`src/rtl/hazard_scoreboard_unit_if.sv`:
```
// Hazard-unit bus: pipeline-side register/control fields in, stall/flush/forward controls out.
// The package carries the PC source encoding shared by the core and this unit.
package hazard_pkg;
    typedef enum logic [1:0] {
        PC_SRC_PLUS4      = 2'b00,
        PC_SRC_ALU_RESULT = 2'b01
    } pcSrc_e;
endpackage

interface hazard_if
    import hazard_pkg::*;
#(
    parameter int NUM_REGS    = 32,
    parameter int MAX_PENDING = 4
) ();
    localparam int AW = $clog2(NUM_REGS);
    localparam int CW = $clog2(MAX_PENDING + 1);

    // ID stage
    logic [AW-1:0] rs1_id;
    logic [AW-1:0] rs2_id;
    logic          rs1_use_id;
    logic          rs2_use_id;
    logic [AW-1:0] rd_id;
    logic          reg_write_id;
    logic          long_id;
    // EX stage
    logic [AW-1:0] rs1_ex;
    logic [AW-1:0] rs2_ex;
    logic [AW-1:0] rd_ex;
    logic          lu_issue_ex;
    // MEM / WB writers
    logic [AW-1:0] rd_mem;
    logic          reg_write_mem;
    logic [AW-1:0] rd_wb;
    logic          reg_write_wb;
    logic          lu_done_wb;
    logic [AW-1:0] lu_rd_wb;
    pcSrc_e        pc_sel;
    // hazard controls
    logic          pc_en;
    logic          if_id_en;
    logic          flush_if_id;
    logic          flush_id_ex;
    logic [1:0]    fwd_a_ex;
    logic [1:0]    fwd_b_ex;
    logic [CW-1:0] pending_cnt;
    logic          hazard_timeout;

    modport master (
        output rs1_id, rs2_id, rs1_use_id, rs2_use_id, rd_id, reg_write_id, long_id,
        output rs1_ex, rs2_ex, rd_ex, lu_issue_ex,
        output rd_mem, reg_write_mem, rd_wb, reg_write_wb, lu_done_wb, lu_rd_wb, pc_sel,
        input  pc_en, if_id_en, flush_if_id, flush_id_ex, fwd_a_ex, fwd_b_ex,
        input  pending_cnt, hazard_timeout
    );

    modport slave (
        input  rs1_id, rs2_id, rs1_use_id, rs2_use_id, rd_id, reg_write_id, long_id,
        input  rs1_ex, rs2_ex, rd_ex, lu_issue_ex,
        input  rd_mem, reg_write_mem, rd_wb, reg_write_wb, lu_done_wb, lu_rd_wb, pc_sel,
        output pc_en, if_id_en, flush_if_id, flush_id_ex, fwd_a_ex, fwd_b_ex,
        output pending_cnt, hazard_timeout
    );
endinterface

```
`src/rtl/hazard_scoreboard_unit.sv`:
```
// Hazard control beside ID/EX: a per-register scoreboard for long-latency units
// (LSU wait states, iterative MUL/DIV) drives RAW/WAW/capacity stalls, taken
// branches flush the front end, EX operands get MEM/WB forwarding selects, and
// a sticky watchdog flags stalls that never resolve.
module hazard_scoreboard_unit
    import hazard_pkg::*;
#(
    parameter int NUM_REGS      = 32,
    parameter int AW            = $clog2(NUM_REGS),
    parameter int MAX_PENDING   = 4,
    parameter int STALL_TIMEOUT = 255
) (
    input  logic    clk,
    input  logic    rst,
    hazard_if.slave hz
);
    localparam int CW = $clog2(MAX_PENDING + 1);
    localparam int TW = $clog2(STALL_TIMEOUT + 1);
    localparam logic [CW-1:0]        CNT_MAX   = CW'(MAX_PENDING);
    localparam logic signed [CW+1:0] CNT_LIMIT = (CW+2)'(MAX_PENDING);
    localparam logic [TW-1:0]        WD_MAX    = TW'(STALL_TIMEOUT);

    logic [NUM_REGS-1:0]  pending;
    logic [NUM_REGS-1:0]  issue_hit;
    logic [NUM_REGS-1:0]  done_hit;
    logic [NUM_REGS-1:0]  busy;
    logic [CW-1:0]        pending_cnt;
    logic signed [CW+1:0] cnt_proj;
    logic                 raw;
    logic                 waw;
    logic                 full;
    logic                 stall;
    logic                 br;
    logic [TW-1:0]        wd_cnt;
    logic                 timeout;

    // MEM has the younger value, so it beats WB; x0 is never forwarded.
    function automatic logic [1:0] fwd_sel(
        input logic [AW-1:0] src,
        input logic [AW-1:0] mem_rd,
        input logic          mem_we,
        input logic [AW-1:0] wb_rd,
        input logic          wb_we
    );
        logic [1:0] sel;
        sel = 2'b00;
        if (mem_we && (mem_rd != '0) && (mem_rd == src)) begin
            sel = 2'b10;
        end else if (wb_we && (wb_rd != '0) && (wb_rd == src)) begin
            sel = 2'b01;
        end
        return sel;
    endfunction

    // Per-register busy view for this cycle: an issue sets, a completion clears,
    // and an issue to the same register as a completion wins (the new writer
    // is still outstanding). This is also exactly the next scoreboard state.
    always_comb begin
        issue_hit = '0;
        done_hit  = '0;
        busy      = '0;
        for (int i = 1; i < NUM_REGS; i++) begin
            issue_hit[i] = hz.lu_issue_ex && (hz.rd_ex == AW'(i));
            done_hit[i]  = hz.lu_done_wb && (hz.lu_rd_wb == AW'(i));
            busy[i]      = (pending[i] || issue_hit[i]) && !(done_hit[i] && !issue_hit[i]);
        end
    end

    // Stall sources and branch override; the capacity check looks at the
    // occupancy this cycle's issue/done would leave behind.
    always_comb begin
        cnt_proj = $signed({2'b00, pending_cnt})
                 + $signed({{(CW+1){1'b0}}, hz.lu_issue_ex})
                 - $signed({{(CW+1){1'b0}}, hz.lu_done_wb});
        raw   = (hz.rs1_use_id && busy[hz.rs1_id]) || (hz.rs2_use_id && busy[hz.rs2_id]);
        waw   = hz.long_id && hz.reg_write_id && busy[hz.rd_id];
        full  = hz.long_id && (cnt_proj >= CNT_LIMIT);
        stall = raw || waw || full;
        br    = (hz.pc_sel == PC_SRC_ALU_RESULT);
    end

    // Scoreboard bits; flushes never touch them, only completions do.
    always_ff @(posedge clk or posedge rst) begin
        if (rst) begin
            pending <= '0;
        end else begin
            pending <= busy;
        end
    end

    // In-flight counter, saturating at both ends so a stray completion after
    // reset cannot wrap it.
    always_ff @(posedge clk or posedge rst) begin
        if (rst) begin
            pending_cnt <= '0;
        end else begin
            case ({hz.lu_issue_ex, hz.lu_done_wb})
                2'b10: if (pending_cnt != CNT_MAX) pending_cnt <= pending_cnt + 1'b1;
                2'b01: if (pending_cnt != '0) pending_cnt <= pending_cnt - 1'b1;
                default: ;
            endcase
        end
    end

    // Watchdog: counts back-to-back stall cycles not overridden by a branch;
    // the flag latches in the same edge the count reaches the limit.
    always_ff @(posedge clk or posedge rst) begin
        if (rst) begin
            wd_cnt  <= '0;
            timeout <= 1'b0;
        end else if (stall && !br) begin
            if (wd_cnt != WD_MAX) wd_cnt <= wd_cnt + 1'b1;
            if (wd_cnt >= WD_MAX - 1'b1) timeout <= 1'b1;
        end else begin
            wd_cnt <= '0;
        end
    end

    assign hz.pc_en          = br || !stall;
    assign hz.if_id_en       = br || !stall;
    assign hz.flush_if_id    = br;
    assign hz.flush_id_ex    = br || stall;
    assign hz.fwd_a_ex       = fwd_sel(hz.rs1_ex, hz.rd_mem, hz.reg_write_mem, hz.rd_wb, hz.reg_write_wb);
    assign hz.fwd_b_ex       = fwd_sel(hz.rs2_ex, hz.rd_mem, hz.reg_write_mem, hz.rd_wb, hz.reg_write_wb);
    assign hz.pending_cnt    = pending_cnt;
    assign hz.hazard_timeout = timeout;
endmodule

```
`src/flat_wrapper.sv`:
```
// flat-port wrapper written by rule: the top's interface ports become plain ports
module hazard_scoreboard_unit_flat import hazard_pkg::*;
#(
    parameter int NUM_REGS      = 32,
    parameter int AW            = $clog2(NUM_REGS),
    parameter int MAX_PENDING   = 4,
    parameter int STALL_TIMEOUT = 255
)
  (clk, rst, hz_rs1_id, hz_rs2_id, hz_rs1_use_id, hz_rs2_use_id, hz_rd_id, hz_reg_write_id, hz_long_id, hz_rs1_ex, hz_rs2_ex, hz_rd_ex, hz_lu_issue_ex, hz_rd_mem, hz_reg_write_mem, hz_rd_wb, hz_reg_write_wb, hz_lu_done_wb, hz_lu_rd_wb, hz_pc_sel, hz_pc_en, hz_if_id_en, hz_flush_if_id, hz_flush_id_ex, hz_fwd_a_ex, hz_fwd_b_ex, hz_pending_cnt, hz_hazard_timeout);
  hazard_if #(.NUM_REGS(NUM_REGS), .MAX_PENDING(MAX_PENDING)) hz_i ();
  input  logic clk;
  input  logic rst;
  input wire logic [$bits(hz_i.rs1_id)-1:0] hz_rs1_id;
  input wire logic [$bits(hz_i.rs2_id)-1:0] hz_rs2_id;
  input wire logic [$bits(hz_i.rs1_use_id)-1:0] hz_rs1_use_id;
  input wire logic [$bits(hz_i.rs2_use_id)-1:0] hz_rs2_use_id;
  input wire logic [$bits(hz_i.rd_id)-1:0] hz_rd_id;
  input wire logic [$bits(hz_i.reg_write_id)-1:0] hz_reg_write_id;
  input wire logic [$bits(hz_i.long_id)-1:0] hz_long_id;
  input wire logic [$bits(hz_i.rs1_ex)-1:0] hz_rs1_ex;
  input wire logic [$bits(hz_i.rs2_ex)-1:0] hz_rs2_ex;
  input wire logic [$bits(hz_i.rd_ex)-1:0] hz_rd_ex;
  input wire logic [$bits(hz_i.lu_issue_ex)-1:0] hz_lu_issue_ex;
  input wire logic [$bits(hz_i.rd_mem)-1:0] hz_rd_mem;
  input wire logic [$bits(hz_i.reg_write_mem)-1:0] hz_reg_write_mem;
  input wire logic [$bits(hz_i.rd_wb)-1:0] hz_rd_wb;
  input wire logic [$bits(hz_i.reg_write_wb)-1:0] hz_reg_write_wb;
  input wire logic [$bits(hz_i.lu_done_wb)-1:0] hz_lu_done_wb;
  input wire logic [$bits(hz_i.lu_rd_wb)-1:0] hz_lu_rd_wb;
  input wire logic [$bits(hz_i.pc_sel)-1:0] hz_pc_sel;
  output wire logic [$bits(hz_i.pc_en)-1:0] hz_pc_en;
  output wire logic [$bits(hz_i.if_id_en)-1:0] hz_if_id_en;
  output wire logic [$bits(hz_i.flush_if_id)-1:0] hz_flush_if_id;
  output wire logic [$bits(hz_i.flush_id_ex)-1:0] hz_flush_id_ex;
  output wire logic [$bits(hz_i.fwd_a_ex)-1:0] hz_fwd_a_ex;
  output wire logic [$bits(hz_i.fwd_b_ex)-1:0] hz_fwd_b_ex;
  output wire logic [$bits(hz_i.pending_cnt)-1:0] hz_pending_cnt;
  output wire logic [$bits(hz_i.hazard_timeout)-1:0] hz_hazard_timeout;
  assign hz_i.rs1_id = hz_rs1_id;
  assign hz_i.rs2_id = hz_rs2_id;
  assign hz_i.rs1_use_id = hz_rs1_use_id;
  assign hz_i.rs2_use_id = hz_rs2_use_id;
  assign hz_i.rd_id = hz_rd_id;
  assign hz_i.reg_write_id = hz_reg_write_id;
  assign hz_i.long_id = hz_long_id;
  assign hz_i.rs1_ex = hz_rs1_ex;
  assign hz_i.rs2_ex = hz_rs2_ex;
  assign hz_i.rd_ex = hz_rd_ex;
  assign hz_i.lu_issue_ex = hz_lu_issue_ex;
  assign hz_i.rd_mem = hz_rd_mem;
  assign hz_i.reg_write_mem = hz_reg_write_mem;
  assign hz_i.rd_wb = hz_rd_wb;
  assign hz_i.reg_write_wb = hz_reg_write_wb;
  assign hz_i.lu_done_wb = hz_lu_done_wb;
  assign hz_i.lu_rd_wb = hz_lu_rd_wb;
  assign hz_i.pc_sel = hz_pc_sel;
  assign hz_pc_en = hz_i.pc_en;
  assign hz_if_id_en = hz_i.if_id_en;
  assign hz_flush_if_id = hz_i.flush_if_id;
  assign hz_flush_id_ex = hz_i.flush_id_ex;
  assign hz_fwd_a_ex = hz_i.fwd_a_ex;
  assign hz_fwd_b_ex = hz_i.fwd_b_ex;
  assign hz_pending_cnt = hz_i.pending_cnt;
  assign hz_hazard_timeout = hz_i.hazard_timeout;
  hazard_scoreboard_unit #(.NUM_REGS(NUM_REGS), .AW(AW), .MAX_PENDING(MAX_PENDING), .STALL_TIMEOUT(STALL_TIMEOUT)) u_core (.clk(clk), .rst(rst), .hz(hz_i));
endmodule
```
`config.mk`:
```
export PLATFORM = sky130hd
export DESIGN_NAME = hazard_scoreboard_unit_flat
export DESIGN_NICKNAME = d
export VERILOG_FILES = /design/src/rtl/hazard_scoreboard_unit_if.sv /design/src/rtl/hazard_scoreboard_unit.sv /design/src/flat_wrapper.sv
export SDC_FILE = /design/constraint.sdc
export NUM_CORES = 1
export LEC_CHECK = 0
export ABC_AREA = 0
export BUFFER_PORTS_ARGS = -buffer_cell sky130_fd_sc_hd__buf_2
export CAP_MARGIN = 10
export CELL_PAD_IN_SITES_DETAIL_PLACEMENT = 1
export CELL_PAD_IN_SITES_GLOBAL_PLACEMENT = 2
export CORE_MARGIN = 2
export CORE_UTILIZATION = 32
export CTS_CLUSTER_DIAMETER = 60
export CTS_CLUSTER_SIZE = 28
export DETAILED_ROUTE_END_ITERATION = 12
export GPL_TIMING_DRIVEN = 0
export HOLD_SLACK_MARGIN = 0.12
export PLACE_DENSITY = 0.91
export RECOVER_POWER = 50
export SYNTH_ARGS = -nofsm -noshare
export SYNTH_HDL_FRONTEND = slang
export SYNTH_SLANG_ARGS = --single-unit
```
`constraint.sdc`:
```
create_clock -name clk -period 3.4 [get_ports clk]
set_input_delay 0.51 -clock clk [delete_from_list [all_inputs] [get_ports clk]]
set_output_delay 0.51 -clock clk [all_outputs]
set_load 0.05 [all_outputs]
```
Word-level counts from Yosys, hierarchy flattened
Cells that the tools add are included.
{"block": "totals", "ff_bits": 43, "word_cells": 345, "output_inout_bits": 12}
{"block": "op_classes", "muxes": 15, "magnitude_cmp": 5, "add_sub_neg": 5, "reduce_logical": 242, "n_eq_ne": 74}
{"cell": "5-bit == test, second input constant", "count": 32}
{"cell": "1-bit logical AND", "count": 136}
{"cell": "5-bit by 4-bit == test with 1-bit output, second input constant", "count": 16}
{"cell": "1-bit zero test", "count": 64}
{"cell": "5-bit by 3-bit == test with 1-bit output, second input constant", "count": 8}
{"cell": "1-bit logical OR", "count": 36}
{"cell": "5-bit by 2-bit == test with 1-bit output, second input constant", "count": 4}
{"cell": "5-bit == test", "count": 4}
{"cell": "5-bit by 6-bit < comparator with 1-bit output, second input constant", "count": 3}
{"cell": "8-bit 2-to-1 mux", "count": 2}
{"cell": "1-bit binary-select mux with 5-bit select", "count": 3}
{"cell": "5-bit by 1-bit == test with 1-bit output, second input constant", "count": 2}
{"cell": "5-bit nonzero test", "count": 2}
{"cell": "8-bit by 1-bit adder with 8-bit output, second input constant", "count": 1}
{"cell": "8-bit >= comparator, second input constant", "count": 1}
{"cell": "8-bit != test, second input constant", "count": 1}
{"cell": "3-bit 2-to-1 mux", "count": 2}
{"cell": "3-bit case mux with 2 select lines", "count": 1}
{"cell": "5-bit by 4-bit >= comparator with 1-bit output, second input constant", "count": 1}
{"cell": "1-bit 2-to-1 mux", "count": 5}
{"cell": "5-bit by 2-bit subtractor with 5-bit output", "count": 1}
{"cell": "3-bit by 1-bit adder with 4-bit output", "count": 1}
{"cell": "2-bit by 1-bit == test with 1-bit output, second input constant", "count": 2}
{"cell": "2-bit 2-to-1 mux", "count": 2}
{"cell": "10 further kinds", "count": 11}

Longest topological paths before layout
{"block": "logic_depth", "ltp_word": 14, "mapped_depth": 10, "ltp_nobuf": 9}

Worst setup path before layout
OpenSTA, ideal clock, no wires.
{"block": "synth_path", "path_type": "input-to-output", "startpoint": "input port hz_rd_mem[0]", "endpoint": "output port hz_fwd_a_ex[0]", "t_arrival_ns": 3.087, "slack_ns": -0.197, "n_path_buf": 0, "stages": 4, "path_cell_list": "or4_1 o21ai_0 nor4_1 nor4_1"}
{"block": "synth_between", "elab_chain_cells": 4}
{"element": "start, declared", "line_no": "flat_wrapper.sv:24", "text": "input wire logic [$bits(hz_i.rd_mem)-1:0] hz_rd_mem;"}
{"element": "5-bit nonzero test", "line_no": "hazard_scoreboard_unit.sv:47", "text": "if (mem_we && (mem_rd != '0) && (mem_rd == src)) begin"}
{"element": "1-bit logical AND", "line_no": "hazard_scoreboard_unit.sv:47"}
{"element": "1-bit logical AND *", "line_no": "hazard_scoreboard_unit.sv:47"}
{"element": "2-bit 2-to-1 mux *", "line_no": "hazard_scoreboard_unit.sv:47"}
{"element": "end, declared", "line_no": "flat_wrapper.sv:35", "text": "output wire logic [$bits(hz_i.fwd_a_ex)-1:0] hz_fwd_a_ex;"}
Every way passes the cells marked *; elsewhere a longest branch is shown, timed or not.

Worst setup path after layout
{"block": "layout_path", "startpoint": "input port hz_lu_done_wb", "endpoint": "output port hz_pc_en"}
{"block": "layout_between", "elab_chain_cells": 12}
{"element": "start, declared", "line_no": "flat_wrapper.sv:28", "text": "input wire logic [$bits(hz_i.lu_done_wb)-1:0] hz_lu_done_wb;"}
{"element": "1-bit logical AND", "line_no": "hazard_scoreboard_unit.sv:64", "text": "done_hit[i] = hz.lu_done_wb && (hz.lu_rd_wb == AW'(i));"}
{"element": "1-bit logical AND", "line_no": "hazard_scoreboard_unit.sv:65", "text": "busy[i] = (pending[i] || issue_hit[i]) && !(done_hit[i] && !issue_hit[i]);"}
{"element": "1-bit zero test", "line_no": "hazard_scoreboard_unit.sv:65"}
{"element": "1-bit logical AND", "line_no": "hazard_scoreboard_unit.sv:65"}
{"element": "1-bit binary-select mux with 5-bit select", "line_no": "hazard_scoreboard_unit.sv:75", "text": "raw = (hz.rs1_use_id && busy[hz.rs1_id]) || (hz.rs2_use_id && busy[hz.rs2_id]);"}
{"element": "1-bit 2-to-1 mux (implied by the code)", "line_no": "hazard_scoreboard_unit.sv:75"}
{"element": "1-bit logical AND", "line_no": "hazard_scoreboard_unit.sv:75"}
{"element": "1-bit logical OR", "line_no": "hazard_scoreboard_unit.sv:75"}
{"element": "1-bit logical OR", "line_no": "hazard_scoreboard_unit.sv:78", "text": "stall = raw || waw || full;"}
{"element": "1-bit logical OR *", "line_no": "hazard_scoreboard_unit.sv:78"}
{"element": "1-bit zero test *", "line_no": "hazard_scoreboard_unit.sv:119", "text": "assign hz.pc_en = br || !stall;"}
{"element": "1-bit logical OR *", "line_no": "hazard_scoreboard_unit.sv:119"}
{"element": "end, declared", "line_no": "flat_wrapper.sv:31", "text": "output wire logic [$bits(hz_i.pc_en)-1:0] hz_pc_en;"}
Every way passes the cells marked *; elsewhere a longest branch is shown, timed or not. The select of a mux whose other input is x is not followed.

==> results.cfg <==
[status]
outcome = complete, but fails checks
violations = capacitance limit, slew limit

[cts]
cts.sinks = 43
htree_levels = 2
cts_inserted_buffers = 5
cts.path.max_buffers = 2
clk_pin_slew_worst_paths_ns = 0.10
clock-root-buffer = clkbuf_8
clk_latency_ns = 0.32
cts_tree = done

[sta]
setup_violations = 0
tightest_slew_ns = 1.87
slew_headroom_pct = -24.4
finalClockSkew_ns = 0.00604
finalMaxSlewViolations = 41
finalHoldViolations = 0
fin_crit_ns = 3.32
setup_slack_ns = 0.0784
timing.fmax_ghz = 0.301
post-route-period-util_pct = 97.7

[placement]
placed_area_sq_mm = 0.00410
place_congestion = 0.958
dp_hpwl_um = 10700
place_ws_ns = -0.292
io_buffers = 64

[synthesis]
synthFlopType = dfrtp_1
synth_cells = 456
synth_edf_count = 0
yosysMostFrequentCell = nand2_1
syn_area_sq_mm = 0.00356
ys_async_sr_fraction_pct = 100
ys_warn_count = 0
synthDistinctLibCells = 56
synth-seq-cells = 43
syn_area_per_cell_sq_um = 7.81
synth_commonest_cells = 87 x nand2_1, 43 x dfrtp_1, 30 x nand3_1
synth_nets = 520
seq_area_frac_synth_pct = 30.2
yosysTopAreaCell = dfrtp_1
synth_area_leaders = dfrtp_1 30%, nand2_1 9.2%, nand3_1 4.2%, xor2_1 4.2%, a21oi_1 3.1%
yosys.area.top_type_share_pct = 30.2

[die]
fp.coreArea_sq_mm = 0.0108
die_area_sq_mm = 0.0120
start_util_pct = 32.8
boundaryPins = 69
die_h_um = 109
die_w_um = 109
fp-row-count = 38

[critical_path]
cp_slowest_cell = a221oi_2
critPathKind = in -> out
end_kind = output port
cp.arrival_ns = 2.81
cp_data_required_time_ns = 2.89
max_stage_delay_ns = 0.32
worstPathMaxFanout = 10
cp-start-kind = primary input
crit_family = compound AO/OA/AOI/OAI gates
cp_cell_sequence = clkbuf_4 -> buf_8 -> nand4b_1 -> buf_4 -> o21ai_4 -> a32oi_2 -> a221oi_2 -> nand4_1 -> a22oi_1 -> and4b_2 -> nand2b_4 -> buf_4 -> buf_6
crit_top_cell = buf_4
worst-path-buf-inv = 5

[finish]
n_antenna_cell = 0
num-nets-final = 600
seq_area_sq_mm = 0.00108
fill_cells = 1351
fin_area_sq_mm = 0.00451
drive_above_1_share_pct = 27.6
area_growth_pct = 26.6
multiInputGateArea_sq_mm = 0.00257

[flow_run]
maxCapViolCount = 1

[routing]
avgViaCountPerCell = 6.12
postRouteAntennaNets = 0
dr.pass1.iters = 5
wirelength_um = 14200
drc = 0
wl_per_cell_um = 21.0
num_vias = 4141
drt-initial-drc-count = 290

[global_route]
grt_max_degree = 41
grt_use_met2_pct = 38.9
antenna_found_initial = 0
use_met1_pct = 31.3
grt.overflow.total = 0
grt_usage_pct = 24.1
grt_pass1_wl_um = 21900
top_usage_layer = met2
grtUsageMet3_pct = 4.39
grt_pass1_vias = 4167

[power]
ir_drop_mv = 0.249
p_leak_uw = 0.00188
powerDensity_mw_per_mm2 = 469

[hold_path]
hp-class = reg -> reg
[placed cells by master (no fill, tap or decap), types with 13 or more instances in the layout]
master / synthesis / layout
nor2_1: 17 / 15
xor2_1: 17 / 17
inv_1: 17 / 17
buf_2: 3 / 62
nand4_1: 13 / 13
o21ai_2: 2 / 13
nand3_1: 30 / 30
dfrtp_1: 43 / 42
nand2_1: 87 / 84
a21oi_1: 22 / 22
[worst reg2reg max path: stages, from the launching register on]
cell,delay [ns]
dfrtp_2,0.43
ha_2,0.20
ha_1,0.26
inv_1,0.07
ha_2,0.21
nor4b_4,0.06
a221oi_2,0.26
a22oi_1,0.16
and4b_2,0.28
buf_6,0.14
buf_4,0.15
nor4_2,0.25
[logic make-up after synthesis]
family | Yosys count | share of synthesized area, %
adders and majority gates | 7 | 2.67
and+or+nand+nor | 212 | 31.5
DFF | 43 | 30.2
buffers and inverters | 38 | 4.53
AOI/OAI and AO/OA | 127 | 23.9
muxes | 3 | 0.843
xor gates and xnor gates | 26 | 6.39
[metrics by stage]
| stage | hold slack (ns) | setup TNS, ns | power, uW | instances | util [%] |
|---|---|---|---|---|---|
| 3_5_place_dp | 0.394 | -0.757 | 1600 | 661 | 37.8 |
| 2_1_floorplan | 0.480 | 0 | 1320 | 456 | - |
| 3_3_place_gp | 0.453 | -0.630 | 1560 | 660 | 37.7 |
| 4_1_cts | 0.492 | 0 | 2010 | 672 | 39.4 |
| 6_report | 0.480 | 0 | 2120 | 677 | 41.6 |
| 5_1_grt | 0.512 | -0.00821 | 2240 | 677 | 41.6 |
[routing by layer]
metal / part of all wire, % / up-vias
met5: 0 / -
met4: 4.0 / 0
met3: 7.7 / 51
met2: 46 / 197
met1: 42 / 2008
li1: - / 1885
[flip-flops by register name, indices dropped and copies added (netlist names)]
name / flops
u_core.wd_cnt: 8
u_core.pending: 31
u_core.hz.hazard_timeout: 1
u_core.hz.pending_cnt: 3
[final cells by class]
class | instances | share of cell area (%)
clock inverter | 3 | 0.527
buffer | 19 | 2.39
multi-input combinational | 375 | 57.0
inverter | 17 | 1.42
timing repair buffer | 75 | 9.41
tap | 140 | 3.88
sequential | 43 | 23.9
clock buffer | 5 | 1.53
[report_power, final]
part | leakage [uW] | internal [uW] | switching (uW)
clock network | 0.0000408 | 148 | 227
logic | 0.00130 | 377 | 666
registers | 0.000533 | 628 | 69.7
[worst paths after layout]
path / endpoint / cells after the start / slack, ns / startpoint
max: hz_pc_en / 13 / 0.08 / hz_lu_done_wb
min: u_core.hz.hazard_timeout / 2 / 0.48 / u_core.hz.hazard_timeout
max reg2reg: u_core.wd_cnt[2] / 11 / 0.84 / u_core.hz.pending_cnt[0]
min reg2reg: u_core.hz.hazard_timeout / 2 / 0.48 / u_core.hz.hazard_timeout
max in group asynchronous: u_core.hz.pending_cnt[0] / 4 / 0.57 / rst
min in group asynchronous: u_core.wd_cnt[6] / 3 / 0.61 / rst
[repair_timing]
action | 4_1_cts | 5_1_grt
endpoints found under the setup margin | 3 | 3
hold buffers | 1 | 0
hold endpoints to repair | 3 | 0
setup buffers | 2 | 7
pin swaps | 4 | 10
gates resized for setup | 18 | 56
No activity file was read; power rests on OpenSTA's default activity.
